==> config.mk <==
export PLATFORM = sky130hd
export DESIGN_NAME = seg7_scan_flat
export DESIGN_NICKNAME = d
export VERILOG_FILES = /design/src/rtl/seg7_scan_if.sv /design/src/rtl/seg7_scan.sv /design/src/flat_wrapper.sv
export SDC_FILE = /design/constraint.sdc
export NUM_CORES = 1
export LEC_CHECK = 0
export CORE_MARGIN = 2
export CORE_UTILIZATION = 54
export CTS_CLUSTER_SIZE = 30
export DETAILED_ROUTE_END_ITERATION = 8
export GPL_ROUTABILITY_DRIVEN = 1
export HOLD_SLACK_MARGIN = 0.06
export PLACE_DENSITY = 0.79
export SYNTH_ARGS = -nofsm -noshare
export SYNTH_HDL_FRONTEND = slang
export SYNTH_SLANG_ARGS = --single-unit
==> constraint.sdc <==
create_clock -name clk -period 3 [get_ports clk]
set_input_delay 0.6 -clock clk [delete_from_list [all_inputs] [get_ports clk]]
set_output_delay 0.6 -clock clk [all_outputs]
set_load 0.01 [all_outputs]
==> src/rtl/seg7_scan_if.sv <==
// Producer-to-display handshake: one 4-digit BCD word plus decimal points per transfer.
interface seg7_scan_if;
    logic [15:0] in_digits;
    logic [3:0]  in_dp;
    logic        in_valid;
    logic        in_ready;

    modport master (output in_digits, output in_dp, output in_valid, input in_ready);
    modport slave  (input in_digits, input in_dp, input in_valid, output in_ready);
endinterface

==> src/rtl/seg7_scan.sv <==
// 4-digit multiplexed 7-segment driver with shadow buffering, frame-aligned commit,
// guard-band blanking, 15-level brightness and leading-zero blanking.
module seg7_scan #(
    parameter int PRESCALE_BITS = 14
) (
    input  logic        clk,
    input  logic        rst,
    seg7_scan_if.slave  bus,
    input  logic [3:0]  brightness,
    input  logic        lzb_en,
    output logic [7:0]  seg,
    output logic [3:0]  an,
    output logic        frame_start
);

    localparam int CW = PRESCALE_BITS + 2;

    logic [CW-1:0] cnt;
    logic [15:0]   active_digits;
    logic [3:0]    active_dp;
    logic [15:0]   shadow_digits;
    logic [3:0]    shadow_dp;
    logic          shadow_full;

    logic          wrap;
    logic          transfer;
    logic [1:0]    digidx;
    logic [3:0]    phase;
    logic [3:0]    bright_cap;
    logic          lit;
    logic [3:0]    cur_digit;
    logic          cur_dp;
    logic          blank;
    logic [6:0]    glyph;
    logic [7:0]    seg_next;
    logic [3:0]    an_next;

    function automatic logic [6:0] glyph_of(input logic [3:0] d);
        case (d)
            4'd0:    glyph_of = 7'h3F;
            4'd1:    glyph_of = 7'h06;
            4'd2:    glyph_of = 7'h5B;
            4'd3:    glyph_of = 7'h4F;
            4'd4:    glyph_of = 7'h66;
            4'd5:    glyph_of = 7'h6D;
            4'd6:    glyph_of = 7'h7D;
            4'd7:    glyph_of = 7'h07;
            4'd8:    glyph_of = 7'h7F;
            4'd9:    glyph_of = 7'h6F;
            default: glyph_of = 7'h40;
        endcase
    endfunction

    assign wrap         = &cnt;
    assign bus.in_ready = !shadow_full;
    assign transfer     = bus.in_valid && !shadow_full;

    always_comb begin
        // NOTE: every output of this block gets a default first so no path leaves one unassigned (no latch).
        seg_next   = 8'hFF;
        an_next    = 4'hF;
        blank      = 1'b0;
        digidx     = cnt[PRESCALE_BITS+1:PRESCALE_BITS];
        phase      = cnt[PRESCALE_BITS-1:PRESCALE_BITS-4];
        bright_cap = (brightness == 4'd15) ? 4'd14 : brightness;
        // Phase 0 and 15 stay dark so anode switching never ghosts onto a neighbour.
        lit        = (phase != 4'd0) && (phase <= bright_cap);
        cur_digit  = active_digits[{digidx, 2'b00} +: 4];
        cur_dp     = active_dp[digidx];
        glyph      = glyph_of(cur_digit);

        if (lzb_en) begin
            case (digidx)
                2'd3:    blank = (active_digits[15:12] == 4'd0);
                2'd2:    blank = (active_digits[15:8]  == 8'd0);
                2'd1:    blank = (active_digits[15:4]  == 12'd0);
                default: blank = 1'b0;
            endcase
        end

        // A blanked digit still drives its anode when only its decimal point is lit.
        if (lit && !(blank && !cur_dp)) begin
            an_next  = ~(4'b0001 << digidx);
            seg_next = ~{cur_dp, (blank ? 7'h00 : glyph)};
        end
    end

    always_ff @(posedge clk or posedge rst) begin
        if (rst) begin
            cnt           <= '0;
            active_digits <= '0;
            active_dp     <= '0;
            shadow_digits <= '0;
            shadow_dp     <= '0;
            shadow_full   <= 1'b0;
            frame_start   <= 1'b0;
            seg           <= 8'hFF;
            an            <= 4'hF;
        end else begin
            // NOTE: non-blocking assignments so every register samples pre-edge values.
            cnt         <= cnt + 1'b1;
            frame_start <= wrap;
            seg         <= seg_next;
            an          <= an_next;
            if (wrap && shadow_full) begin
                active_digits <= shadow_digits;
                active_dp     <= shadow_dp;
                shadow_full   <= 1'b0;
            end else if (transfer) begin
                shadow_digits <= bus.in_digits;
                shadow_dp     <= bus.in_dp;
                shadow_full   <= 1'b1;
            end
        end
    end

endmodule

==> src/flat_wrapper.sv <==
// flat-port wrapper written by rule: the top's interface ports become plain ports
module seg7_scan_flat 
#(
    parameter int PRESCALE_BITS = 14
)
  (clk, rst, brightness, lzb_en, seg, an, frame_start, bus_in_digits, bus_in_dp, bus_in_valid, bus_in_ready);
  seg7_scan_if bus_i ();
  input  logic clk;
  input  logic rst;
  input  logic [3:0] brightness;
  input  logic lzb_en;
  output logic [7:0] seg;
  output logic [3:0] an;
  output logic frame_start;
  input wire logic [$bits(bus_i.in_digits)-1:0] bus_in_digits;
  input wire logic [$bits(bus_i.in_dp)-1:0] bus_in_dp;
  input wire logic [$bits(bus_i.in_valid)-1:0] bus_in_valid;
  output wire logic [$bits(bus_i.in_ready)-1:0] bus_in_ready;
  assign bus_i.in_digits = bus_in_digits;
  assign bus_i.in_dp = bus_in_dp;
  assign bus_i.in_valid = bus_in_valid;
  assign bus_in_ready = bus_i.in_ready;
  seg7_scan #(.PRESCALE_BITS(PRESCALE_BITS)) u_core (.clk(clk), .rst(rst), .bus(bus_i), .brightness(brightness), .lzb_en(lzb_en), .seg(seg), .an(an), .frame_start(frame_start));
endmodule
==> impl_metrics.ini, run 1 <==
[status]
outcome = completed

[layout]
mostFrequentLayoutCells = dfrtp_1, clkdlybuf4s50_1, mux2_2, mux2_1, inv_1
utilization_pct = 69.1
drive_gt1_share_pct = 21.3
final_nets = 320
final_common_cell = dfrtp_1
area_delta_synth_final_pct = 22.9
stdcell_area_mm2 = 0.00380
antenna_cells = 0

[yosys]
ys_ff_latch = 70
synth_area_mm2 = 0.00310
ys_top_cells_by_area = dfrtp_1, dfstp_2, mux2_2, mux2_1, ha_1
synthesis.nets = 271
ys_types = 36
syn_inst = 233
synth_edf_count = 0
yosysTopAreaCellShare_pct = 46.9
yosysTopAreaCell = dfrtp_1
synth_flop_cell = dfrtp_1
yosysSeqAreaShare_pct = 57.1
synthArstFlopShare_pct = 100
syn_area_per_cell_um2 = 13.3
ys.warnings.count = 0

[clock_tree]
cts_setup_buffers = 0
insertion_delay_ns = 0.34
clkTransAtPathRegs_ns = 0.07
post_cts_resized = 0
cts-root-buf = clkbuf_8
cts.sinks = 70
cts_max_level = 3
cts_buffers = 9
cts_buffer_depth = 2
hold_buffers = 0
cts_tree = built

[drt]
drtPass1Iterations = 6
wl_um = 5270
drtIter0Drc = 83
viasPerCell = 5.44
drc = 0
ant_nets = 0
vias = 1952
wl_per_cell_um = 14.7

[sta]
clock.fmax_mhz = 476
totalNegativeSetupSlack_ns = 0
worst_slew_pin_slew_ns = 0.525
period_minus_slack_ns = 2.10
finalHoldViolCount = 0
slew_headroom_pct = 64.9
skew_ns = 0.00873
grt_setup_unrepaired = no
finalCritPeriodShare_pct = 70.0
drv_slew = 0
fin_ws_ns = 0.901
holdWs_ns = 0.473
finalSetupViolations = 0

[global_routing]
grt_antenna_before_repair = 0
overflow = 0
grt_pass1_vias = 1911
groute.usage.overall_pct = 18.9
grt_max_degree = 47
grt_pass1_wl_um = 8930

[die]
core_area_mm2 = 0.00551
start_util_pct = 56.2
die_h_um = 79.7
fp.dieW_um = 79.7
rows = 27
die-area_mm2 = 0.00635
ios = 42

[worst_setup_path]
cp_max_fo = 21
crit_path_top_delay_cell = dfrtp_1
endpoint_kind = flop
cpPeakStageDelay_ns = 0.39
worstPathArrival_ns = 2.33
start_kind = flop
required_ns = 3.23
cp_cell_sequence = ha_1 > nand3_1 > nor2_1 > and4_1 > buf_4 > mux2_2
critPathKind = reg -> reg

[power_and_ir_drop]
ir_drop_mv = 0.310
power_density_mw_per_mm2 = 485
power_leakage_nw = 1.74

[min_path]
hold_path.class = reg -> reg

[placed_design]
dp_slack_ns = 0.615
numPortBuffers = 41
placed_cell_area_mm2 = 0.00360
place_hpwl_um = 3750
gp_congestion = 0.833

[run]
max_cap_violations = 0
-- area by class of cell --
type / instances / area [um^2]
clock buffers: 12 / 155
flip-flops and latches: 70 / 1770
clock inverters: 4 / 45.0
inverters: 14 / 52.6
multi-input cells: 141 / 1230
repair buffers: 46 / 460
well taps: 72 / 90.1
fillers: 385 / 1700
-- per-stage QoR --
step | power [mW] | instances
floorplan | 1.05 | 233
global placement | 1.10 | 343
detailed placement | 1.11 | 343
CTS | 1.87 | 359
global route | 1.92 | 359
finish | 1.85 | 359
-- logic make-up after synthesis --
logic type	after synthesis	synth area share, %
flops	70	57.1
simple gates	56	9.78
mux	45	18.3
buf+inv	22	3.15
compound gates	16	3.68
xor+xnor	14	3.96
fa+ha+maj	10	4.04
-- final timing paths --
path                                          from                              end  slack, ns  cells after the start
max                        u_core.cnt[0]$_DFF_PP0_  u_core.active_dp[2]$_DFFE_PP0P_       0.90                      6
min                        u_core.cnt[6]$_DFF_PP0_          u_core.cnt[6]$_DFF_PP0_       0.47                      1
max reg2reg                u_core.cnt[0]$_DFF_PP0_  u_core.active_dp[2]$_DFFE_PP0P_       0.90                      6
min reg2reg                u_core.cnt[6]$_DFF_PP0_          u_core.cnt[6]$_DFF_PP0_       0.47                      1
max in group asynchronous                      rst           u_core.an[0]$_DFF_PP1_       1.72                      3
min in group asynchronous                      rst  u_core.shadow_dp[1]$_DFFE_PP0P_       0.61                      2
-- layer usage --
metal	part of all wire (%)	vias up	wire, um	global-route usage [%]
met2	49	44	2570	29.8
li1	-	927	-	-
met1	45	971	2380	24.2
met3	3.3	10	176	3.73
met4	2.6	0	135	11.4
met5	0	-	0	0
-- sequential cells by signal, summed over array words and instances (netlist names) --
name,flops
u_core.cnt,16
u_core.shadow_full,1
u_core.active_dp,4
u_core.an,4
u_core.frame_start,1
u_core.seg,8
u_core.active_digits,16
u_core.shadow_digits,16
u_core.shadow_dp,4
-- synthesized netlist by cell type, drive strengths merged, types with 2 or more instances --
cell type	count
nand3	12
clkbuf	3
dfrtp	58
o22ai	3
o21ai	5
mux4	5
buf	5
nand4	7
nor2b	2
mux2	40
nand2	8
xnor2	8
ha	10
nor4	4
and2	2
inv	14
and4	3
nor2	12
nand2b	4
xor2	6
dfstp	12
-- power breakdown --
| group | internal (mW) | switching, mW |
|---|---|---|
| logic | 0.0591 | 0.0338 |
| clock network | 0.425 | 0.335 |
| registers | 0.976 | 0.0167 |
| total | 1.46 | 0.386 |
-- worst max-delay path, delay by kind of cell, from the launching register on --
| family | cells | cell delay (ns) |
|---|---|---|
| simple gates | 3 | 0.72 |
| flops | 1 | 0.39 |
| mux | 1 | 0.37 |
| buf+inv | 1 | 0.28 |
| fa+ha+maj | 1 | 0.20 |
(Power assumes the default switching activity.)
==> run 2: changes to the inputs <==
- CORE_UTILIZATION: 54 -> 49
- PLACE_DENSITY: 0.79 -> 0.75
- clock period: 3 -> 1.72 ns (I/O delays scaled with it)
==> run 2 against run 1 <==
Final cell count rose by 8.1%. Sequential share of layout area fell by 4.4 points. Via count rose by 7.2%. Combinational power rose by 91%. Highest routed layer unchanged. Critical path type unchanged. Non-clock buffer count rose by 26. Clock power rose by 99%. Critical endpoint is now u_core.seg[5]$_DFF_PP1_. First-iteration DRC count rose by 4.8%. Wire length rose by 20%. Register-to-register slack got worse by 0.90 ns.
==> impl_metrics.ini, run 2 (same netlist as run 1, synthesis figures left out) <==
[drt]
drtIter0Drc = 87
wl_per_cell_um = 16.3
drc = 0
viasPerCell = 5.39
vias = 2092
ant_nets = 0
drtPass1Iterations = 4
wl_um = 6330

[global_routing]
grt_max_degree = 33
overflow = 0
groute.usage.overall_pct = 18.4
grt_antenna_before_repair = 0
grt_pass1_vias = 2237
grt_pass1_wl_um = 10400

[power_and_ir_drop]
power_density_mw_per_mm2 = 811
finalPower_mw = 3.41
ir_drop_mv = 0.582
power_leakage_nw = 1.91

[placed_design]
place_hpwl_um = 4220
placed_cell_area_mm2 = 0.00379
numPortBuffers = 41
gp_congestion = 0.799
dp_slack_ns = -0.364

[worst_setup_path]
r2r_start = u_core.cnt[15]$_DFF_PP0_
cp_max_fo = 7
start_kind = flop
endpoint_kind = flop
required_ns = 1.97
worstPathArrival_ns = 1.96
crit_start = u_core.cnt[15]$_DFF_PP0_
critPathKind = reg -> reg

[sta]
finalCritPeriodShare_pct = 99.9
skew_ns = 0.00784
period_minus_slack_ns = 1.72
finalHoldViolCount = 0
worst_slew_pin_slew_ns = 0.491
fin_ws_ns = 0.00138
grt_setup_unrepaired = yes
slew_headroom_pct = 66.9
totalNegativeSetupSlack_ns = 0
drv_slew = 0
finalSetupViolations = 0
clock.fmax_mhz = 582
holdWs_ns = 0.343

[layout]
area_delta_synth_final_pct = 36.1
stdcell_area_mm2 = 0.00421
mostFrequentLayoutCells = dfrtp_1, buf_4, clkdlybuf4s50_1, mux2_2, mux2_1
final_common_cell = dfrtp_1
biggestRegsByFlops = u_core.active_digits (16), u_core.cnt (16), u_core.shadow_digits (16)
antenna_cells = 0
fillers = 448
drive_gt1_share_pct = 35.5
final_nets = 346

[min_path]
hold_path.class = in -> async

[clock_tree]
clkTransAtPathRegs_ns = 0.08
cts-root-buf = clkbuf_8
cts_buffers = 9
cts_tree = built
cts.sinks = 70
cts_max_level = 3
cts_buffer_depth = 2
insertion_delay_ns = 0.34

[die]
die-area_mm2 = 0.00697
rows = 28
ios = 42
fp.dieW_um = 83.5
start_util_pct = 51.4
core_area_mm2 = 0.00603
die_h_um = 83.5

[run]
max_cap_violations = 0

[status]
outcome = completed
run 2: critical path: stages (launching register included):
cell and delay (ns):
dfrtp_1 0.51, mux4_2 0.57, and2_4 0.19, o32ai_2 0.24, nand3_1 0.12
run 2: worst paths after layout:
| path | endpoint | slack (ns) | cells past startpoint |
|---|---|---|---|
| max | u_core.seg[5]$_DFF_PP1_ | 0.001 | 4 |
| min | u_core.cnt[1]$_DFF_PP0_ | 0.34 | 2 |
| max reg2reg | u_core.seg[5]$_DFF_PP1_ | 0.001 | 4 |
| min reg2reg | u_core.cnt[6]$_DFF_PP0_ | 0.48 | 1 |
| max in group asynchronous | u_core.seg[5]$_DFF_PP1_ | 0.86 | 3 |
| min in group clk | u_core.cnt[6]$_DFF_PP0_ | 0.48 | 1 |
run 2: metal layers:
metal  wire (um)  track usage [%]  part of all wire (%)
met1        2760             24.5                    44
met2        3200             29.9                    51
met3         289             5.04                   4.6
met4          81             5.13                   1.3
met5           0                0                     0
run 2: final cells by class:
cell class / instances / area (um^2) / share of cell area [%]
inverters: 14 / 61.3 / 1.46
repair buffers: 72 / 713 / 16.9
multi-input cells: 141 / 1340 / 31.9
flip-flops and latches: 70 / 1770 / 42.0
clock buffers: 10 / 138 / 3.27
well taps: 75 / 93.8 / 2.23
clock inverters: 6 / 92.6 / 2.20
run 2: through the flow:
| stage | util [%] | cells |
|---|---|---|
| 4_1_cts | 67.6 | 383 |
| 3_5_place_dp | 62.8 | 364 |
| 2_1_floorplan | - | 233 |
| 5_1_grt | 69.9 | 388 |
| 6_report | 69.9 | 388 |
| 3_3_place_gp | 62.8 | 364 |
run 2: timing repair:
action                                  4_1_cts  5_1_grt
pin swaps                                     1       12
endpoints found under the setup margin       40       33
cloned                                        1        2
resized for setup                            22       26
buffers inserted                              2        3
hold buffers                                  0        0
run 2: report_power, final:
group	switching, mW	internal (mW)
combinational	0.0653	0.112
sequential	0.0304	1.70
clock	0.639	0.866
total	0.735	2.68
==> run 3: changes to the inputs <==
- SETUP_SLACK_MARGIN: not set -> 0.1
==> run 3 against run 2 <==
The flow now finishes with violations (negative setup slack). Final cell count increased by 2.8%. Global-route usage increased by 1.2 points. Clock skew increased by 0.00082 ns. Non-clock buffer count increased by 11. Fmax decreased by 3.0%. First-iteration DRC count decreased by 28%. Via count increased by 0.72%. Flip-flop and latch count unchanged. Wire length increased by 2.2%. Register-to-register slack got worse by 0.05 ns. Highest routed layer unchanged.
==> impl_metrics.ini, run 3 (same netlist as run 1, synthesis figures left out) <==
[layout]
antenna_cells = 0
stdcell_area_mm2 = 0.00436
ff_latch_area_mm2 = 0.00177
multi_input_area_mm2 = 0.00145
final_common_cell = dfrtp_1
mostFrequentLayoutCells = dfrtp_1, buf_4, clkdlybuf4s50_1, mux2_2, mux2_4
fillers = 405
biggestRegsByFlops = u_core.active_digits (16), u_core.cnt (16), u_core.shadow_digits (16)
drive_gt1_share_pct = 43.8
final_nets = 357
area_delta_synth_final_pct = 41.0

[die]
rows = 28
fp.dieW_um = 83.5
ios = 42
die_h_um = 83.5
start_util_pct = 51.4
core_area_mm2 = 0.00603
die-area_mm2 = 0.00697

[clock_tree]
cts_buffer_depth = 2
cts_tree = built
hold_buffers = 0
cts_buffers = 9
cts_max_level = 3
clkTransAtPathRegs_ns = 0.08
cts.sinks = 70
insertion_delay_ns = 0.35
cts-root-buf = clkbuf_8

[run]
max_cap_violations = 0

[min_path]
hold_path.class = in -> async

[drt]
route.top_layer_used = met4
wl_met2_um = 3260
ant_nets = 0
met3_length_um = 265
vias = 2107
drtIter0Drc = 63
drc = 0
wl_per_cell_um = 16.2
viasPerCell = 5.28
drtPass1Iterations = 4
met1_length_um = 2870
wl_um = 6470

[worst_setup_path]
r2r_start = u_core.cnt[14]$_DFF_PP0_
start_kind = flop
r2r_cells = 6
cp_max_fo = 6
critPathKind = reg -> reg
crit_start = u_core.cnt[14]$_DFF_PP0_
endpoint_kind = flop
worstPathArrival_ns = 2.04
required_ns = 1.99

[placed_design]
placed_cell_area_mm2 = 0.00382
dp_slack_ns = -0.385
place_hpwl_um = 4070
gp_congestion = 0.840
numPortBuffers = 41

[power_and_ir_drop]
power_density_mw_per_mm2 = 746
ir_drop_mv = 0.588
power_leakage_nw = 1.94

[sta]
drv_slew = 0
fin_ws_ns = -0.0521
period_minus_slack_ns = 1.77
finalCritPeriodShare_pct = 103
slew_headroom_pct = 62.6
clock.fmax_mhz = 564
grt_setup_unrepaired = yes
worst_slew_pin_slew_ns = 0.556
finalHoldViolCount = 0
skew_ns = 0.00866
totalNegativeSetupSlack_ns = -0.120
finalSetupViolations = 5
holdWs_ns = 0.327

[global_routing]
grt_pass1_wl_um = 10700
groute.usage.overall_pct = 19.6
grt_max_degree = 35
grt_antenna_before_repair = 0
grt_pass1_vias = 2186
overflow = 0

[status]
outcome = finished, violations left
violations = negative setup slack
run 3: cell count changes in the layout (fill, tap and decap cells not counted), moves of 3 or more:
cell,before,now
mux2_4,0,19
buf_6,0,3
buf_4,26,34
dlymetal6s2s_1,4,0
mux2_1,19,1
dlygate4sd2_1,12,16
run 3: what timing repair did:
item | 4_1_cts | 5_1_grt
gates resized for setup | 55 | 14
gates cloned | 2 | 0
pin swaps | 15 | 9
endpoints found under the setup margin | 45 | 33
buffers inserted | 7 | 8
run 3: worst paths after layout:
kind / slack, ns / endpoint
setup / recovery: -0.05 / u_core.seg[5]$_DFF_PP1_
hold / removal: 0.33 / u_core.shadow_dp[3]$_DFFE_PP0P_
setup reg to reg: -0.05 / u_core.seg[5]$_DFF_PP1_
hold reg to reg: 0.47 / u_core.cnt[6]$_DFF_PP0_
max in group asynchronous: 0.89 / u_core.seg[5]$_DFF_PP1_
min in group clk: 0.47 / u_core.cnt[6]$_DFF_PP0_
run 3: cell type report:
cell class / instances / share of cell area (%)
clock buffers: 9 / 2.84
well taps: 75 / 2.15
repair buffers: 83 / 18.0
flip-flops and latches: 70 / 40.5
multi-input cells: 141 / 33.2
inverters: 14 / 1.40
clock inverters: 7 / 1.83
run 3: worst max-delay path, cell delays in order (launching register included):
cell	delay, ns
dfrtp_2	0.45
mux4_2	0.60
inv_4	0.11
ha_4	0.14
nor2_2	0.04
o32ai_2	0.25
nand3_1	0.10
run 3: power by group:
group	internal, mW	leakage, nW	total, mW	switching [mW]
Clock	0.683	0.0964	1.35	0.664
Combinational	0.112	0.962	0.179	0.0669
Sequential	1.70	0.882	1.73	0.0303
Total	2.50	1.94	3.26	0.761
run 3: stage by stage:
stage / total power, mW / std cells / utilization (%)
floorplan: 1.83 / 233 / -
detailed placement: 1.94 / 366 / 63.3
CTS: 3.27 / 391 / 70.3
finish: 3.26 / 399 / 72.4
global route: 3.40 / 399 / 72.4
global placement: 1.93 / 366 / 63.3
run 3: per-layer routing:
layer  global-route usage [%]  vias to the layer above
met4                     6.89                        0
li1                         -                     1003
met3                     5.64                        8
met5                        0                        -
met1                     25.6                     1045
met2                     31.6                       51
